File: src/rtl/sub_divider4.sv
// sub_divider4: sequential 4-bit unsigned divider (quotient/remainder by repeated subtraction).
// Define DIV_CYCLE_CNT_EN to add the 'cyc' output counting SUB cycles of the last operation.

module sub_divider4_fsub (
  input  logic a,
  input  logic b,
  input  logic ci,
  output logic d,
  output logic co
);
  // Adder form of a - b: carry out high means no borrow.
  assign d  = a ^ ~b ^ ci;
  assign co = (a & ~b) | (ci & ~(a ^ b));
endmodule

module sub_divider4 #(
  parameter logic [3:0] DBZ_Q = 4'hF
) (
  input  logic       clk,
  input  logic       rst,
  input  logic       start,
  input  logic [3:0] A,
  input  logic [3:0] B,
  output logic [3:0] Q,
  output logic [3:0] R,
  output logic       busy,
  output logic       done,
  output logic       dbz
`ifdef DIV_CYCLE_CNT_EN
  ,output logic [4:0] cyc
`endif
);

  typedef enum logic [1:0] {IDLE, SUB, DONE} state_t;

  state_t     state_q, state_d;
  logic [3:0] rem_q, rem_d;
  logic [3:0] div_q, div_d;
  logic [3:0] quo_q, quo_d;
  logic       dbz_q, dbz_d;
  logic       busy_q, busy_d;
  logic       done_q, done_d;
`ifdef DIV_CYCLE_CNT_EN
  logic [4:0] cyc_q, cyc_d;
`endif

  logic [3:0] diff;
  logic [4:0] carry;
  logic       bout;

  assign carry[0] = 1'b1;
  assign bout     = carry[4];

  for (genvar i = 0; i < 4; i++) begin : g_bit
    sub_divider4_fsub u_fsub (
      .a  (rem_q[i]),
      .b  (div_q[i]),
      .ci (carry[i]),
      .d  (diff[i]),
      .co (carry[i+1])
    );
  end

  always_comb begin
    state_d = state_q;
    rem_d   = rem_q;
    div_d   = div_q;
    quo_d   = quo_q;
    dbz_d   = dbz_q;
`ifdef DIV_CYCLE_CNT_EN
    cyc_d   = cyc_q;
`endif
    case (state_q)
      IDLE: begin
        if (start) begin
          rem_d = A;
          div_d = B;
          quo_d = 4'd0;
          dbz_d = 1'b0;
`ifdef DIV_CYCLE_CNT_EN
          cyc_d = 5'd0;
`endif
          if (B == 4'd0) begin
            dbz_d   = 1'b1;
            quo_d   = DBZ_Q;
            state_d = DONE;
          end else begin
            state_d = SUB;
          end
        end
      end
      SUB: begin
`ifdef DIV_CYCLE_CNT_EN
        cyc_d = cyc_q + 5'd1;
`endif
        if (bout) begin
          rem_d = diff;
          quo_d = quo_q + 4'd1;
        end else begin
          state_d = DONE;
        end
      end
      DONE:    state_d = IDLE;
      default: state_d = IDLE;
    endcase
    busy_d = (state_d != IDLE);
    done_d = (state_d == DONE);
  end

  always_ff @(posedge clk) begin
    if (rst) begin
      state_q <= IDLE;
      rem_q   <= 4'd0;
      div_q   <= 4'd0;
      quo_q   <= 4'd0;
      dbz_q   <= 1'b0;
      busy_q  <= 1'b0;
      done_q  <= 1'b0;
`ifdef DIV_CYCLE_CNT_EN
      cyc_q   <= 5'd0;
`endif
    end else begin
      state_q <= state_d;
      rem_q   <= rem_d;
      div_q   <= div_d;
      quo_q   <= quo_d;
      dbz_q   <= dbz_d;
      busy_q  <= busy_d;
      done_q  <= done_d;
`ifdef DIV_CYCLE_CNT_EN
      cyc_q   <= cyc_d;
`endif
    end
  end

  assign Q    = quo_q;
  assign R    = rem_q;
  assign busy = busy_q;
  assign done = done_q;
  assign dbz  = dbz_q;
`ifdef DIV_CYCLE_CNT_EN
  assign cyc  = cyc_q;
`endif

endmodule

File: config.mk
export PLATFORM = sky130hd
export DESIGN_NAME = sub_divider4
export DESIGN_NICKNAME = d
export VERILOG_FILES = /design/src/rtl/sub_divider4.sv
export SDC_FILE = /design/constraint.sdc
export NUM_CORES = 1
export LEC_CHECK = 0
export BUFFER_PORTS_ARGS = -buffer_cell sky130_fd_sc_hd__buf_2
export CORE_UTILIZATION = 50
export CTS_BUF_LIST = sky130_fd_sc_hd__clkbuf_8 sky130_fd_sc_hd__clkbuf_16
export DETAILED_ROUTE_END_ITERATION = 16
export PLACE_DENSITY = 0.82
export SLEW_MARGIN = 5
export SYNTH_ARGS = -nofsm -noshare
export SYNTH_HDL_FRONTEND = slang
export SYNTH_SLANG_ARGS = --single-unit
File: constraint.sdc
create_clock -name clk -period 2.9 [get_ports clk]
set_input_delay 0.29 -clock clk [delete_from_list [all_inputs] [get_ports clk]]
set_output_delay 0.29 -clock clk [all_outputs]
set_load 0.01 [all_outputs]
# Yosys cells after proc, flatten, opt, wreduce, memory -nomap -nowiden
# Index checks and enable logic that the tools add are counted.
dict set report classes {
  muxes 12
  bitwise_logic 31
  n_eq_ne 4
  n_reduce_logical 6
  n_addsub 1
}
# op n
set ops {}
lappend ops {{2-to-1 mux 4 bit} 5}
lappend ops {{one-hot mux 4 bit (2 select lines)} 2}
lappend ops {{XOR 1 bit} 11}
lappend ops {{NOT 1 bit} 9}
lappend ops {{bitwise AND 1 bit} 7}
lappend ops {{2-to-1 mux 2 bit} 3}
lappend ops {{adder 4 x 1 -> 4 bit (second input constant)} 1}
lappend ops {{logical NOT 4 bit} 1}
lappend ops {{!= test 2 bit (second input constant)} 2}
lappend ops {{OR 1 bit} 4}
lappend ops {{one-hot mux 2 bit (2 select lines)} 1}
lappend ops {{nonzero test 2 bit} 2}
lappend ops {{AND reduction 3 bit} 1}
lappend ops {{== test 2 x 1 -> 1 bit (second input constant)} 1}
lappend ops {{== test 2 bit (second input constant)} 1}
lappend ops {{logical NOT 2 bit} 1}
lappend ops {{AND reduction 2 bit} 1}
lappend ops {{2-to-1 mux 1 bit} 1}
dict set report word_totals {
  elab_cells 61
  inputBits 11
  ff_bits 17
}

# Longest topological paths before layout
dict set report depth {
  ltp_word 12
  depth_mapped 10
}

# By module
# A second synthesis with hierarchy kept.
dict set report hier_totals {
  hier_cells 102
  hier_area_um2 937.1
}
# module cells_each area_each_um2 n_inst
set modules_own_cells {}
lappend modules_own_cells {sub_divider4 82 797.0 1}
lappend modules_own_cells {sub_divider4_fsub 5 35.0 4}

# Least setup slack after synthesis
# Ideal clock, no wire load.
dict set report synth_path {
  kind {reg2reg}
  start {reg rem_q[0] (netlist: R[0])}
  end {reg quo_q[2] (netlist: Q[2])}
  required_ns 2.768
  arrival_ns 2.391
  stages_incl_launch_ff 11
  path_buffers 1
  synth_period_minus_slack_ns 2.524
  slack_ns 0.376
  setup_ns 0.132
  cell_sequence {dfxtp_1 > inv_1 > ha_1 > fa_1 > fa_1 > fa_1 > nand2b_1 > a21o_1 > buf_2 > o21ai_0 > a21oi_1}
}
dict set report synth_via {
  elab_chain_cells 11
  word_cells_on_any_way 12
  classes_between {1 x eq/ne; 10 x bitwise; 1 x reduce/logical}
}
# element line_no
set synth_rtl {}
lappend synth_rtl {{start: declaration} 37} ;# logic [3:0] rem_q, rem_d;
lappend synth_rtl {{start signal: assignment} 124} ;# rem_q <= rem_d;
lappend synth_rtl {{XOR 1 bit} 13} ;# assign co = (a & ~b) | (ci & ~(a ^ b));
lappend synth_rtl {{NOT 1 bit} 13}
lappend synth_rtl {{OR 1 bit *} 13}
lappend synth_rtl {{bitwise AND 1 bit *} 13}
lappend synth_rtl {{OR 1 bit *} 13}
lappend synth_rtl {{bitwise AND 1 bit *} 13}
lappend synth_rtl {{OR 1 bit *} 13}
lappend synth_rtl {{bitwise AND 1 bit *} 13}
lappend synth_rtl {{OR 1 bit *} 13}
lappend synth_rtl {{!= test 2 bit (no source line) *} --}
lappend synth_rtl {{AND reduction 3 bit (no source line) *} --}
lappend synth_rtl {{end signal: assignment} 126} ;# quo_q <= quo_d;
lappend synth_rtl {{end: declaration} 39} ;# logic [3:0] quo_q, quo_d;
# Mark *: on every way between the ends. The rest lies on a longest branch, timed or not.
# A chain may end at the register's enable or synchronous reset.

# Worst setup path after layout
dict set report layout_path {
  start {reg rem_q[0] (netlist: R[0])}
  end {reg quo_q[0] (netlist: Q[0])}
}
# Same word-level chain as after synthesis.

==> flow_metrics.env <==
export IMPL_finClkSkew_ps=1.52
export IMPL_worst_path_stages=9
export IMPL_synth_avg_cell_area_sq_um=8.82
export IMPL_grt_overflow=0
export IMPL_cpPeakStageDelay_ps=380
export IMPL_hpwl_microns=1220
export IMPL_vias=723
export IMPL_synth_nets=112
export IMPL_cap_violations=0
export IMPL_crit_end="Q[0]"
export IMPL_r2r_end="Q[0]"
export IMPL_synth_cells=96
export IMPL_clkTransAtPathRegs_ps=60
export IMPL_die_area_sq_um=1860
export IMPL_viasPerCell=5.69
export IMPL_grt_pass1_wl_microns=2800
export IMPL_p_per_area_nw_per_um2=601
export IMPL_critPathBufInv=1
export IMPL_relSlewSlack_pct=71.5
export IMPL_synth_top_cell_area_share_pct=40.2
export IMPL_drive_gt1_share_pct=25.2
export IMPL_power_uw=570
export IMPL_critPathLaunch="R[0]"
export IMPL_drtIter0Drc=19
export IMPL_ff2ff_setup_slack_ps=200
export IMPL_cpLargestDelayFamily="adder cells"
export IMPL_clock_root_buffer="clkbuf_8"
export IMPL_cts_hold_fix_buffers=0
export IMPL_globalplace_congestion=0.772
export IMPL_cp_arrival_ps=2890
export IMPL_cts_sinks=17
export IMPL_hold_ws_ps=291
export IMPL_syn_cell_area_sq_um=847
export IMPL_die_y_microns=43.2
export IMPL_crit_chain="inv_1 > ha_1 > fa_1 > fa_1 > fa_1 > nand2b_1 > a21o_1 > a211o_2 > a21oi_1"
export IMPL_hold_class="in -> reg"
export IMPL_core_sq_um=1540
export IMPL_totalWireLength_microns=1670
export IMPL_synth_flop_cell="dfxtp_1"
export IMPL_postCtsSetupBuffers=0
export IMPL_p_leak_uw=0.000408
export IMPL_peakVddDrop_mv=0.266
export IMPL_synth_commonest_cells="17 x dfxtp_1, 10 x a21oi_1, 10 x o21ai_0"
export IMPL_antenna_violating_nets_post_route=0
export IMPL_fin_tns_setup_ps=0
export IMPL_io_pins=22
export IMPL_yosys_warnings=0
export IMPL_grt_pass1_vias=644
export IMPL_synth_area_leaders="dfxtp_1 40%, a211oi_1 8.0%, fa_1 7.1%"
export IMPL_r2r_start="R[0]"
export IMPL_reg2reg_depth=9
export IMPL_grt_max_degree=18
export IMPL_fmax_mhz=370
export IMPL_firstDrtPassIters=4
export IMPL_die_w_microns=43.2
export IMPL_status="finished, final reports clean"
export IMPL_period_share_pct=93.1
export IMPL_initial_core_util_pct=55.0
export IMPL_slew_viol_final=0
export IMPL_track_usage_pct=20.5
export IMPL_core_rowCount=14
export IMPL_period_needed_ps=2700
export IMPL_tightest_slew_ps=427
export IMPL_synth_most_common_cell="dfxtp_1"
export IMPL_antenna_found_initial=0
export IMPL_rsz0062_at_grt="no"
export IMPL_drc=0
export IMPL_cts_tree="done"
export IMPL_clockBufferDepth=2
export IMPL_area_growth_pct=12.0
export IMPL_setup_worst_path_class="reg -> reg"
export IMPL_clock_latency_ps=250
export IMPL_cpMaxStageDelayCell="fa_1"
export IMPL_layout_nets=128
export IMPL_wl_per_cell_microns=13.1
export IMPL_ys_types=26
export IMPL_critPathLaunchType="flop"
export IMPL_cts_repair_resized=0
export IMPL_crit_fanout=13
export IMPL_synth_edf_count=0
export IMPL_async_flop_share_pct=0
export IMPL_ys_seq_area_share_pct=40.2
export IMPL_worstPathRequired_ps=3080
export IMPL_synth_top_area_cell="dfxtp_1"
export IMPL_endpoint_kind="flop"
export IMPL_cpMostUsedCell="fa_1"
export IMPL_antenna_cells=0
export IMPL_setup_viol=0
export IMPL_numPortBuffers=21
export IMPL_ys_ff_latch=17
export IMPL_cts_buffers=3
export IMPL_hold_viol_final=0
export IMPL_htree_num_levels=1
## worst min path at each step
stage / from / to / slack, ps / cells past startpoint
floorplan: B[0] / div_q[0] / 430 / 2
global placement: dbz / dbz / 460 / 2
detailed placement: R[1] / R[1] / 470 / 2
CTS: B[1] / div_q[1] / 290 / 3
global route: B[2] / div_q[2] / 300 / 3
finish: B[2] / div_q[2] / 290 / 3
## worst register-to-register path: stages, from the launching register on
cell and delay, ps:
dfxtp_1 330, inv_1 60, ha_1 190, fa_1 370, fa_1 380, fa_1 380
nand2b_1 180, a21o_1 310, a211o_2 310, a21oi_1 130
## layer usage
metal	vias up	wire length, microns	share of wire, %	GRT usage (%)
li1	360	-	-	-
met1	330	759	45	27.5
met2	23	747	45	28.1
met3	10	72	4.3	3.83
met4	0	89	5.3	17.0
met5	-	0	0	0
## kinds of logic (layout without fill, tap and decap cells)
group / after synthesis / in the layout / share of synthesized area [%]
simple gates: 28 / 28 / 17.1
compound gates: 32 / 32 / 22.7
fa+ha+maj: 5 / 5 / 10.0
buf+inv: 14 / 29 / 9.90
flops: 17 / 17 / 40.2
## power by group
| group | total (uW) | switching, uW | internal [uW] |
|---|---|---|---|
| logic | 128 | 74.2 | 53.8 |
| clock network | 169 | 75.3 | 93.8 |
| registers | 273 | 17.4 | 255 |
## cells in the final DEF, fill, tap and decap left out
master	instances
buf_2	21
dfxtp_1	17
o21ai_0	10
a21oi_1	10
a211oi_1	9
nor2_1	8
nand2_1	7
inv_1	5
nor3_1	4
fa_1	3
clkbuf_8	3
nand2b_1	2
ha_1	2
or2b_2	1
a21o_1	1
nor2b_1	1
or4_4	1
a211o_2	1
o211ai_1	1
nand3_1	1
and2_1	1
or3_4	1
nor3b_1	1
## sequential cells by signal, indices dropped and copies added (netlist names)
| signal | flops |
|---|---|
| Q | 4 |
| R | 4 |
| busy | 1 |
| dbz | 1 |
| div_q | 4 |
| done | 1 |
| state_q | 2 |
## final cells by class
class	instances	area (sq um)
clock buffer	3	41.3
clock inverter	1	3.75
fill	150	593
inverter	4	15.0
multi-input combinational	65	423
sequential	17	340
tap	16	20.0
timing repair buffer	21	105
## through the flow
stage | cell area [sq um] | instances | setup WS, ps | util [%]
final | 948 | 127 | 199 | 61.5
after global routing | 948 | 127 | 24.1 | 61.5
after CTS | 948 | 127 | 196 | 61.5
after detailed placement | 903 | 123 | 217 | 58.6
after global placement | 903 | 123 | 284 | 58.6
after floorplan | 847 | 96 | 376 | -
Power figures use the tool's default switching activity.
